==> config.mk <==
export PLATFORM = sky130hd
export DESIGN_NAME = sweep_scheduler
export DESIGN_NICKNAME = d
export VERILOG_FILES = /design/src/rtl/sweep_scheduler.sv
export SDC_FILE = /design/constraint.sdc
export NUM_CORES = 1
export LEC_CHECK = 0
export CAP_MARGIN = 40
export CORE_MARGIN = 2
export CORE_UTILIZATION = 43
export DETAILED_ROUTE_END_ITERATION = 10
export PLACE_DENSITY = 0.89
export SLEW_MARGIN = 20
export SYNTH_ARGS = -nofsm -noshare
export SYNTH_HDL_FRONTEND = slang
export SYNTH_SLANG_ARGS = --single-unit
==> constraint.sdc <==
create_clock -name clk -period 2.8 [get_ports clk]
set_input_delay 0.42 -clock clk [delete_from_list [all_inputs] [get_ports clk]]
set_output_delay 0.42 -clock clk [all_outputs]
set_load 0.03 [all_outputs]
==> src/rtl/sweep_scheduler.sv <==
// Round-robin scheduler granting a shared zero-when-disabled address counter to
// requester A (write sweep) or B (read sweep), one len+1 beat sweep at a time.
module sweep_scheduler #(
  parameter int unsigned N = 10
) (
  input  logic         clk,
  input  logic         reset,
  input  logic         req_a,
  input  logic [N-1:0] len_a,
  input  logic         req_b,
  input  logic [N-1:0] len_b,
  input  logic [N-1:0] cnt,
  output logic         cnt_en,
  output logic         gnt_a,
  output logic         gnt_b,
  output logic         addr_valid,
  output logic         we,
  output logic         done_a,
  output logic         done_b,
  output logic         busy
);

  localparam logic OWN_A = 1'b0;
  localparam logic OWN_B = 1'b1;

  typedef enum logic [1:0] {
    IDLE  = 2'd0,
    SWEEP = 2'd1,
    DONE  = 2'd2
  } state_t;

  state_t         state, state_d;
  logic [N-1:0]   last_addr, last_addr_d;
  logic           owner, owner_d;
  logic           rr_last, rr_last_d;
  logic           winner;

  // Outputs are registered copies of the decode of the next state, so they
  // track the current state exactly with no input-to-output path.
  always_ff @(posedge clk) begin
    if (reset) begin
      state      <= IDLE;
      last_addr  <= '0;
      owner      <= OWN_A;
      rr_last    <= OWN_B;
      cnt_en     <= 1'b0;
      gnt_a      <= 1'b0;
      gnt_b      <= 1'b0;
      addr_valid <= 1'b0;
      we         <= 1'b0;
      done_a     <= 1'b0;
      done_b     <= 1'b0;
      busy       <= 1'b0;
    end else begin
      state      <= state_d;
      last_addr  <= last_addr_d;
      owner      <= owner_d;
      rr_last    <= rr_last_d;
      cnt_en     <= (state_d == SWEEP);
      gnt_a      <= (state_d == SWEEP) && (owner_d == OWN_A);
      gnt_b      <= (state_d == SWEEP) && (owner_d == OWN_B);
      addr_valid <= (state_d == SWEEP);
      we         <= (state_d == SWEEP) && (owner_d == OWN_A);
      done_a     <= (state_d == DONE) && (owner_d == OWN_A);
      done_b     <= (state_d == DONE) && (owner_d == OWN_B);
      busy       <= (state_d != IDLE);
    end
  end

  // Next-state logic; on a tie the requester that did not win last time goes.
  always_comb begin
    state_d     = state;
    last_addr_d = last_addr;
    owner_d     = owner;
    rr_last_d   = rr_last;
    winner      = (req_a && req_b) ? ~rr_last : req_b;

    case (state)
      IDLE: begin
        if (req_a || req_b) begin
          state_d     = SWEEP;
          owner_d     = winner;
          rr_last_d   = winner;
          last_addr_d = (winner == OWN_B) ? len_b : len_a;
        end
      end
      SWEEP: begin
        if (cnt == last_addr) begin
          state_d = DONE;
        end
      end
      DONE: begin
        state_d = IDLE;
      end
      default: begin
        state_d = IDLE;
      end
    endcase
  end

endmodule

-- Yosys cells after proc, flatten, opt, wreduce, memory -nomap -nowiden
Cells that the tools add are included.
- output and inout port bits: 8
- flip-flop bits (word level): 20
- logic and storage cells: 32
- muxes and demuxes: 7
- equality and inequality tests: 4
- reduce and logical (&&, ||, !) cells: 9
- bitwise operators: 2
- operators by type and width (cell ; count):
    equality test 10 bit ; 1
    two-way mux 10 bit ; 1
    logical AND 1 bit ; 5
    equality test 2 x 1 -> 1 bit, second input constant ; 2
    two-way mux 2 bit ; 2
    one-hot mux 2 bit (2 select lines) ; 1
    two-way mux 1 bit ; 3
    equality test 2 bit, second input constant ; 1
    zero test 2 bit ; 1
    inverter 1 bit ; 2
    AND reduction 2 bit ; 1
    nonzero test 2 bit ; 1
    logical OR 1 bit ; 1

-- Longest topological paths before layout
- depth after elaboration: 6
- gate-level depth with buffers: 5
- gate-level depth less buffers: 4

-- Worst setup path before layout
Ideal clock, no wire load.
- path type: in2reg
- start: in cnt[0]
- end: reg done_a
- path buffers: 0
- setup time: 65 ps
- setup slack: 1458 ps
- required time: 2735 ps
- arrival: 1277 ps
- cell stages on the path: 4
- cells stage by stage: xnor2_1 > nand4_1 > or4_4 > nor2_1
- longest elaborated chain between the ends: 5
- ends and longest elaborated chain (what ; line ; text):
    from (decl) ; 12 ; input logic [N-1:0] cnt,
    equality test 10 bit ; 88 ; if (cnt == last_addr) begin
    two-way mux 2 bit ; 88 ;
    one-hot mux 2 bit (2 select lines) ; 78 ; case (state)
    equality test 2 bit ; 64 ; done_a <= (state_d == DONE) && (owner_d == OWN_A);
    logical AND 1 bit ; 64 ;
    to (signal assigned) ; 64 ;
    to (decl) ; 18 ; output logic done_a,
No other way between the ends.
A chain may end at the register's enable or synchronous reset.

==> flow_summary_export.csv <==
group,metric,value,unit
sta,fin_skew,0.00166,ns
sta,layout_worst_path_cycle_share,0.625,
worst_setup_path,crit_chain,"clkdlybuf4s50_1",
global_routing,track_usage,0.188,
worst_setup_path,crit_type,"reg2out",
floorplanning,start_util,0.454,
synth,synth_cell_type_count,24,
synth,synth_top_area_cell,"dfxtp_1",
final_layout,n_fill_cell,159,
cts,insertion_delay,0.31,ns
sta,grt_setup_unrepaired,"no",
worst_setup_path,path_depth,1,
final_layout,final_common_cell,"clkdlybuf4s50_1",
synth,yosys_warnings,0,
synth,synthCells,93,
placed_design,port-buffer-count,41,
synth,seq_area_frac_synth,0.449,
power_and_ir_drop,power.density,518,nW/um^2
global_routing,antenna_found_initial,0,
sta,setup_viol,0,
route,avgRoutedWirePerCell,12.6,um
sta,finalHoldViolations,0,
route,antenna_left,0,
synth,synth-seq-cells,20,
worst_setup_path,cp.arrival,1.33,ns
final_layout,syn2layout_area_growth,54.9,%
route,viasPerCell,4.94,
cts,cts_hold_buffers,0,
cts,clk_path_buf_depth,2,
sta,fin_crit,1.75,ns
floorplanning,core_area,1960,um^2
floorplanning,fp.dieArea,2450,um^2
global_routing,grt.busiest_layer,"met2",
min_path,min_path_type,"reg2reg",
worst_setup_path,worstPathRequired,2.38,ns
worst_setup_path,worst-path-buf-inv,1,
worst_setup_path,start_kind,"flop",
route,drc,0,
final_layout,antenna_cells,0,
worst_setup_path,worstPathMaxFanout,2,
final_layout,layout.nets,170,
floorplanning,io_pins,42,
cts,cts_tree,"done",
worst_setup_path,r2r_start,"state[0]$_SDFF_PP0_",
synth,yosys-top-cells-area,"dfxtp_1 45%, mux2i_1 11%, xnor2_1 9.8%, a211oi_1 9.3%, nor2_1 7.2%",
cts,postCtsSetupBuffers,0,
sta,fmaxAchievable,571,MHz
sta,max-slew-margin-rel,0.665,
global_routing,met3_usage,0.0394,
final_layout,post-route-util,0.703,
floorplanning,rows,16,
global_routing,use_met2,0.374,
cts,cts_root_buffer,"clkbuf_4",
outcome,status,"finished, final reports clean",
floorplanning,die_x,49.5,um
final_layout,multi_input_area,445,um^2
global_routing,grt_max_degree,21,
floorplanning,die_height,49.5,um
final_layout,most-common-layout-cells,"41 x clkdlybuf4s50_1, 20 x dfxtp_1, 17 x nor2_1",
worst_setup_path,cpMaxStageDelayCell,"clkdlybuf4s50_1",
cts,cts_max_level,1,
cts,cts.sinks,20,
synth,syn_area,891,um^2
global_routing,overflow,0,
worst_setup_path,cp_slowest_stage_delay,0.68,ns
worst_setup_path,r2r-end,"done_a$_SDFF_PP0_",
placed_design,gp_congestion,0.845,
global_routing,grt_pass1_vias,792,
synth,avgSynthCellArea,9.58,um^2
global_routing,grt_first_pass_wirelength,3510,um
worst_setup_path,cp-endpoint,"cnt_en",
route,num_vias,800,
route,drtIter0Drc,7,
global_routing,grt_use_met1,0.193,
flow_run,cap_violations,0,
route,drt_pre_antenna_iters,4,
cts,clk_pin_slew,0.11,ns
route,wl,2040,um
worst_setup_path,cpLargestDelayFamily,"buffers and inverters",
placed_design,hpwl,1630,um
cts,cts_buffers,3,
worst_setup_path,cp-end-kind,"output port",
power_and_ir_drop,p_leak,0.000532,uW
sta,worst-slew-pin-transition,0.498,ns
sta,final_max_slew_viol_count,0,
final_layout,layout-drive-gt1-share,0.0815,
worst_setup_path,reg2reg_depth,4,
final_layout,seqCellArea,400,um^2
cts,ctsResizeCount,0,
worst_setup_path,regToRegSetupSlack,1.38,ns
synth,synth_fp_nets,127,
sta,setup_tns,0,ns
synth,synth_top_area_share,0.449,
power_and_ir_drop,vdd_drop_max,0.290,mV
worst_setup_path,startpoint,"addr_valid$_SDFF_PP0_",
routing by layer:
metal / vias to the layer above / share of wire
met1: 355 / 0.39
li1: 411 / -
met3: 2 / 0.062
met5: - / 0
met4: 0 / 0.011
met2: 32 / 0.54
report_power, final:
part           internal [uW]  switching [uW]  leakage, uW  total, uW
clock                    145            93.5    0.0000279        238
combinational           91.3            67.2     0.000338        158
sequential               305            13.4     0.000166        318
total                    541             174     0.000532        715
kinds of logic (layout without fill, tap and decap cells):
logic type	count (synthesis)	in the layout	share of synthesized area
AO/OA/AOI/OAI	19	19	0.162
XOR/XNOR	10	10	0.0983
buffers and inverters	10	52	0.0562
flip-flops	20	20	0.449
multiplexers	10	10	0.112
AND/OR/NAND/NOR	24	24	0.122
final cells by class:
cell class | instances | area share
Clock buffer | 3 | 0.0163
Inverter | 4 | 0.0109
Clock inverter | 1 | 0.0218
Sequential cell | 20 | 0.290
Tap cell | 27 | 0.0245
Timing Repair Buffer | 44 | 0.314
Multi-Input combinational cell | 63 | 0.323
cells in the mapped netlist, drive strengths merged:
library cell and number:
a21oi 1, a21boi 1, buf 4, dfxtp 20, o31ai 1, o21bai 1, nor2 17, o21ai 1
o311ai 1, or4 1, xnor2 10, a22o 1, a22oi 1, inv 4, and3 1, nand4 2
clkbuf 2, mux2i 10, nand2 1, nor3 1, a211oi 11, or3 1
through the flow:
stage                     total power (uW)  hold WS [ns]  setup WS [ns]  cells  instance area [um^2]
after detailed placement               484         0.508          0.842    158                  1330
after global routing                   745         0.550          0.964    162                  1380
after global placement                 477         0.499          0.893    158                  1330
after floorplan                        408         0.461           1.46     93                   891
after CTS                              716         0.524           1.04    162                  1380
final                                  715         0.521           1.05    162                  1380
worst min-delay path by stage:
stage / from / to / slack [ns] / cells past startpoint
after floorplan: state[1]$_SDFF_PP0_ / busy$_SDFF_PP0_ / 0.46 / 1
after global placement: last_addr[0]$_SDFFE_PP0P_ / last_addr[0]$_SDFFE_PP0P_ / 0.50 / 2
after detailed placement: last_addr[1]$_SDFFE_PP0P_ / last_addr[1]$_SDFFE_PP0P_ / 0.51 / 2
after CTS: last_addr[1]$_SDFFE_PP0P_ / last_addr[1]$_SDFFE_PP0P_ / 0.52 / 2
after global routing: last_addr[5]$_SDFFE_PP0P_ / last_addr[5]$_SDFFE_PP0P_ / 0.55 / 2
final: last_addr[4]$_SDFFE_PP0P_ / last_addr[4]$_SDFFE_PP0P_ / 0.52 / 2
flip-flops by register name, summed over array words and instances, names as in the netlist:
signal / cells
addr_valid: 1
busy: 1
done_a: 1
done_b: 1
gnt_b: 1
last_addr: 10
owner: 1
rr_last: 1
state: 2
we: 1
Power figures use the tool's default switching activity.
